`src/rtl/bk_add_arb_pkg.sv`:
```
// Shared definitions for the time-multiplexed Brent-Kung add/sub arbiter.
package bk_add_arb_pkg;

   localparam int unsigned SliceW    = 16;
   localparam int unsigned DefSlices = 4;

   typedef enum logic [1:0] {
      StIdle,
      StRun,
      StDone
   } state_e;

endpackage

```
`src/rtl/bk_slice16.sv`:
```
// Combinational 16-bit Brent-Kung adder with carry-in.
module bk_slice16
   import bk_add_arb_pkg::*;
(
   input  logic [SliceW-1:0] a,
   input  logic [SliceW-1:0] b,
   input  logic              cin,
   output logic [SliceW-1:0] sum,
   output logic              cout
);

   logic [SliceW-1:0] p;
   logic [SliceW-1:0] gg;
   logic [SliceW-1:0] pg;
   logic [SliceW-1:0] c;

   always_comb begin
      p  = a ^ b;
      gg = a & b;
      pg = p;
      // Carry-in folds into bit 0 so every prefix below already includes it.
      gg[0] = gg[0] | (p[0] & cin);

      for (int lvl = 0; lvl < 4; lvl++) begin
         for (int i = 0; i < SliceW; i++) begin
            if (((i + 1) % (2 << lvl)) == 0) begin
               gg[i] = gg[i] | (pg[i] & gg[i - (1 << lvl)]);
               pg[i] = pg[i] & pg[i - (1 << lvl)];
            end
         end
      end

      for (int lvl = 2; lvl >= 0; lvl--) begin
         for (int i = 0; i < SliceW; i++) begin
            if ((((i + 1) % (2 << lvl)) == (1 << lvl)) && (i >= (2 << lvl))) begin
               gg[i] = gg[i] | (pg[i] & gg[i - (1 << lvl)]);
               pg[i] = pg[i] & pg[i - (1 << lvl)];
            end
         end
      end

      c    = {gg[SliceW-2:0], cin};
      sum  = p ^ c;
      cout = gg[SliceW-1];
   end

endmodule

```
`src/rtl/bk_add_arb.sv`:
```
// Two-requester round-robin front end sharing one 16-bit Brent-Kung slice,
// evaluated LSB slice first over SLICES cycles per operation.
module bk_add_arb
   import bk_add_arb_pkg::*;
#(
   parameter  int unsigned NREQ   = 2,
   parameter  int unsigned SLICES = DefSlices,
   localparam int unsigned W      = SliceW * SLICES
) (
   input  logic              clk,
   input  logic              rst_n,
   input  logic [NREQ-1:0]   req_valid,
   output logic [NREQ-1:0]   req_ready,
   input  logic [NREQ*W-1:0] req_a,
   input  logic [NREQ*W-1:0] req_b,
   input  logic [NREQ-1:0]   req_sub,
   output logic              rsp_valid,
   input  logic              rsp_ready,
   output logic              rsp_id,
   output logic [W-1:0]      rsp_sum,
   output logic              rsp_cout
);

   localparam int unsigned CntW = (SLICES > 1) ? $clog2(SLICES) : 1;
   localparam logic [CntW-1:0] LastCnt = CntW'(SLICES - 1);

   state_e            state_q, state_d;
   logic [CntW-1:0]   cnt_q, cnt_d;
   logic              prio_q, prio_d;
   logic [W-1:0]      a_q, a_d;
   logic [W-1:0]      b_q, b_d;
   logic              sub_q, sub_d;
   logic              id_q, id_d;
   logic              carry_q, carry_d;
   logic [W-1:0]      sum_q, sum_d;
   logic              cout_q, cout_d;

   logic              gnt;
   logic [SliceW-1:0] sl_a, sl_b, sl_sum;
   logic              sl_cout;

   assign sl_a = a_q[int'(cnt_q)*SliceW +: SliceW];
   assign sl_b = b_q[int'(cnt_q)*SliceW +: SliceW] ^ {SliceW{sub_q}};

   bk_slice16 u_slice (
      .a    (sl_a),
      .b    (sl_b),
      .cin  (carry_q),
      .sum  (sl_sum),
      .cout (sl_cout)
   );

   always_comb begin
      state_d   = state_q;
      cnt_d     = cnt_q;
      prio_d    = prio_q;
      a_d       = a_q;
      b_d       = b_q;
      sub_d     = sub_q;
      id_d      = id_q;
      carry_d   = carry_q;
      sum_d     = sum_q;
      cout_d    = cout_q;
      req_ready = '0;
      gnt       = req_valid[prio_q] ? prio_q : ~prio_q;

      case (state_q)
         StIdle: begin
            if (|req_valid) begin
               // Gated by rst_n so no accept is ever signalled while reset is held.
               req_ready[gnt] = rst_n;
               a_d     = req_a[int'(gnt)*W +: W];
               b_d     = req_b[int'(gnt)*W +: W];
               sub_d   = req_sub[gnt];
               carry_d = req_sub[gnt];
               id_d    = gnt;
               prio_d  = ~gnt;
               cnt_d   = '0;
               state_d = StRun;
            end
         end
         StRun: begin
            sum_d[int'(cnt_q)*SliceW +: SliceW] = sl_sum;
            carry_d = sl_cout;
            if (cnt_q == LastCnt) begin
               cout_d  = sl_cout;
               cnt_d   = '0;
               state_d = StDone;
            end else begin
               cnt_d = cnt_q + 1'b1;
            end
         end
         StDone: begin
            if (rsp_ready) begin
               state_d = StIdle;
            end
         end
         default: state_d = StIdle;
      endcase
   end

   always_ff @(posedge clk or negedge rst_n) begin
      if (!rst_n) begin
         state_q <= StIdle;
         cnt_q   <= '0;
         prio_q  <= 1'b0;
         a_q     <= '0;
         b_q     <= '0;
         sub_q   <= 1'b0;
         id_q    <= 1'b0;
         carry_q <= 1'b0;
         sum_q   <= '0;
         cout_q  <= 1'b0;
      end else begin
         state_q <= state_d;
         cnt_q   <= cnt_d;
         prio_q  <= prio_d;
         a_q     <= a_d;
         b_q     <= b_d;
         sub_q   <= sub_d;
         id_q    <= id_d;
         carry_q <= carry_d;
         sum_q   <= sum_d;
         cout_q  <= cout_d;
      end
   end

   assign rsp_valid = (state_q == StDone);
   assign rsp_id    = id_q;
   assign rsp_sum   = sum_q;
   assign rsp_cout  = cout_q;

endmodule

```
`config.mk`:
```
export PLATFORM = sky130hd
export DESIGN_NAME = bk_add_arb
export DESIGN_NICKNAME = d
export VERILOG_FILES = /design/src/rtl/bk_add_arb_pkg.sv /design/src/rtl/bk_slice16.sv /design/src/rtl/bk_add_arb.sv
export SDC_FILE = /design/constraint.sdc
export NUM_CORES = 1
export LEC_CHECK = 0
export ABC_AREA = 1
export BUFFER_PORTS_ARGS = -buffer_cell sky130_fd_sc_hd__buf_2
export CAP_MARGIN = 25
export CORE_MARGIN = 8
export CORE_UTILIZATION = 52
export DETAILED_ROUTE_END_ITERATION = 7
export GPL_ROUTABILITY_DRIVEN = 0
export GPL_TIMING_DRIVEN = 0
export PLACE_DENSITY_LB_ADDON = 0.2
export SLEW_MARGIN = 20
export SYNTH_ARGS = -nofsm -noshare
export SYNTH_HDL_FRONTEND = slang
export SYNTH_SLANG_ARGS = --single-unit
```
`constraint.sdc`:
```
create_clock -name clk -period 4.45 [get_ports clk]
set_clock_uncertainty 0.1 [all_clocks]
set_input_delay 0.2225 -clock clk [delete_from_list [all_inputs] [get_ports clk]]
set_output_delay 0.2225 -clock clk [all_outputs]
set_load 0.01 [all_outputs]
```
==> flow_summary_export.csv <==
group,metric,value,unit
timing,period_share,95.4,%
cells_and_area,seq_area,5030,um^2
timing,fmax,0.236,GHz
setup_path,critPathArrivalTime,4.52,ns
floorplan,core_area,19500,um^2
global_routing,grt_max_degree,84,
synth,syn_area_per_cell,7.82,um^2
setup_path,cpMaxStageDelayCell,"fa_1",
place,dp_slack,0.233,ns
floorplan,rows,51,
setup_path,worstSetupEndpointType,"register",
cells_and_area,multi_input_area,4700,um^2
synth,synthesis.area,10300,um^2
cells_and_area,layout_commonest_cell,"nand2_1",
power_and_ir_drop,netSwitchingFraction,46.6,%
setup_path,cp.required,4.72,ns
global_routing,grt-ovfl-total,0,
floorplan,dieHeight,157,um
global_routing,grt_pass1_vias,13165,
floorplan,start_util,52.8,%
route,dr.pass1.iters,6,
timing,setup_violations,0,
setup_path,cp_cell_sequence,"buf_4 -> inv_2 -> buf_4 -> buf_2 -> nand2_1 -> a32o_1 -> fa_1 -> fa_1 -> inv_1 -> nand3_1 -> nand2_1 -> nand2_1 -> nand2_1 -> nand2_1 -> nand2_1 -> a21oi_1 -> fa_1 -> xor2_1 -> nor2_1 -> nand2_1 -> o21ai_0",
setup_path,regToRegSetupSlack,0.21,ns
cells_and_area,drive_gt1_share,22.2,%
global_routing,track_usage,35.3,%
synth,yosysWarnings,0,
floorplan,dieArea,24500,um^2
run,cap_violations,0,
hold_path,hold_path.class,"input port to async pin",
power_and_ir_drop,p_clk_share,14.3,%
synth,synthCells,1315,
synth,synth-seq-area-share,48.9,%
global_routing,antenna_found_initial,3,
clocking,htree_levels,1,
cells_and_area,final_nets,2225,
power_and_ir_drop,p_leak,0.00812,uW
place,hpwl,28100,um
synth,yosys_register_bits,201,
power_and_ir_drop,power,13400,uW
setup_path,crit_top_cell,"nand2_1",
timing,slew_violations,0,
timing,slew-limit-headroom,62.6,%
cells_and_area,area_growth,52.9,%
timing,grt_setup_unrepaired,"no",
synth,synth_cell_types,28,
route,drt_wl_total,44000,um
route,drt-initial-drc-count,1188,
cells_and_area,fillers,1193,
cells_and_area,final_core_util,80.8,%
setup_path,startpoint_type,"register",
timing,hold_slack,0.138,ns
setup_path,slowest_delay,0.43,ns
outcome,outcome,"finished clean",
synth,synth_nets,1607,
timing,fin_ws,0.206,ns
clocking,clock_latency,0.50,ns
setup_path,cp_max_fo,10,
timing,hold_viol,0,
floorplan,io_pins,332,
power_and_ir_drop,switchingPower,6230,uW
clocking,tritoncts,"yes",
setup_path,worstSetupPathType,"register to register",
power_and_ir_drop,internal_power,7140,uW
clocking,root_buffer,"clkbuf_16",
route,route.detailed.drc,0,
cells_and_area,layout_common_cells,"nand2_1 (538), buf_2 (379), dlygate4sd3_1 (261)",
route,wl_per_cell,19.8,um
global_routing,grt_pass1_wl,67500,um
power_and_ir_drop,power.share.sequential,24.2,%
route,vias_per_cell,5.62,
clocking,cts_num_sinks,201,
power_and_ir_drop,max-vdd-ir-drop,540,uV
power_and_ir_drop,p_per_area,851,nW/um^2
clocking,clk_path_buf_depth,3,
route,vias,12477,
timing,timing_worst_slew_pin_value,0.562,ns
clocking,path_clk_slew,0.06,ns
place,port_buffers,331,
clocking,cts_buffers,22,
floorplan,die_w,157,um
timing,period_minus_slack,4.24,ns
power_and_ir_drop,comb_power_share,61.5,%
route,ant_nets,0,
cell families after synthesis:
family | share of synthesized area, %
AOI/OAI and AO/OA | 9.90
xor gates and xnor gates | 1.96
adders and majority gates | 4.19
buffers and inverters | 5.34
DFF | 48.9
and+or+nand+nor | 29.7
layer usage:
metal | track usage [%] | vias to the layer above | share of wire [%]
met1 | 40.4 | 5825 | 36
met4 | 20.6 | 0 | 6.1
met2 | 59.4 | 886 | 48
met5 | 0 | - | 0
li1 | - | 5536 | -
met3 | 8.36 | 230 | 10
flip-flops by register name (all words and copies together), names as in the netlist:
name,flops
a_q,64
b_q,64
rsp_sum,64
cnt_q,2
state_q,2
carry_q,1
prio_q,1
rsp_cout,1
rsp_id,1
sub_q,1
power by group through the flow:
stage               clock (uW)  combinational (uW)  sequential (uW)
finish                    1910                8220             3240
floorplan                    0                4350             3080
global route              1970                8970             3290
global placement             0                6510             3200
detailed placement           0                6690             3200
CTS                       1910                7930             3190
path summary, 6_finish.rpt:
| check | depth (start not counted) | start | end |
|---|---|---|---|
| hold / removal | 2 | rst_n | a_q[41]$_DFFE_PN0P_ |
| min in group clk | 4 | req_valid[1] | cnt_q[0]$_DFFE_PN0P_ |
| setup / recovery | 21 | cnt_q[0]$_DFFE_PN0P_ | rsp_sum[63]$_DFFE_PN0P_ |
| setup reg to reg | 21 | cnt_q[0]$_DFFE_PN0P_ | rsp_sum[63]$_DFFE_PN0P_ |
| hold reg to reg | 2 | rsp_id$_DFFE_PN0P_ | rsp_id$_DFFE_PN0P_ |
| max in group asynchronous | 3 | rst_n | b_q[47]$_DFFE_PN0P_ |
area by class of cell:
type | count | share of cell area [%]
clock buffer | 30 | 4.15
multi-input combinational | 988 | 29.9
clock inverter | 9 | 0.645
tap | 265 | 2.11
antenna | 6 | 0.0955
sequential | 201 | 32.0
buffer | 85 | 2.54
inverter | 41 | 0.979
timing repair buffer | 594 | 27.6
timing repair:
| item | 4_1_cts | 5_1_grt |
|---|---|---|
| hold endpoints to repair | 249 | 0 |
| gates resized for setup | 0 | 6 |
| hold buffers | 261 | 0 |
| endpoints found under the setup margin | 0 | 4 |
| buffers inserted | 0 | 0 |
through the flow:
| stage | std cells | setup TNS, ns | instance area (um^2) |
|---|---|---|---|
| CTS | 2213 | 0 | 15700 |
| detailed placement | 1913 | 0 | 12300 |
| floorplan | 1315 | 0 | 10300 |
| global placement | 1911 | -42.20 | 12300 |
| global route | 2216 | 0 | 15700 |
| finish | 2219 | 0 | 15700 |
worst max-delay path: cells and delay by family, from the launching register on:
kind / cells / cell delay (ns)
compound gates: 3 / 0.41
xor+xnor: 1 / 0.37
fa+ha+maj: 3 / 1.22
buf+inv: 5 / 0.82
flops: 1 / 0.42
simple gates: 9 / 0.76
synthesized netlist by cell type, drive strengths merged:
cell	instances	area (um^2)
a21oi	13	65.1
a31oi	1	6.26
a32o	2	20.0
a32oi	5	43.8
and2	1	6.26
buf	53	275
clkbuf	32	120
dfrtp	201	5030
fa	9	180
ha	20	250
inv	41	154
nand2	538	2020
nand3	169	846
nand4	1	12.5
nor2	42	163
nor3	1	5.00
o211a	1	10.0
o21ai	134	674
o21bai	1	7.51
o22ai	10	62.6
o31ai	17	128
xnor2	2	17.5
xor2	21	184
(Power assumes the default switching activity.)
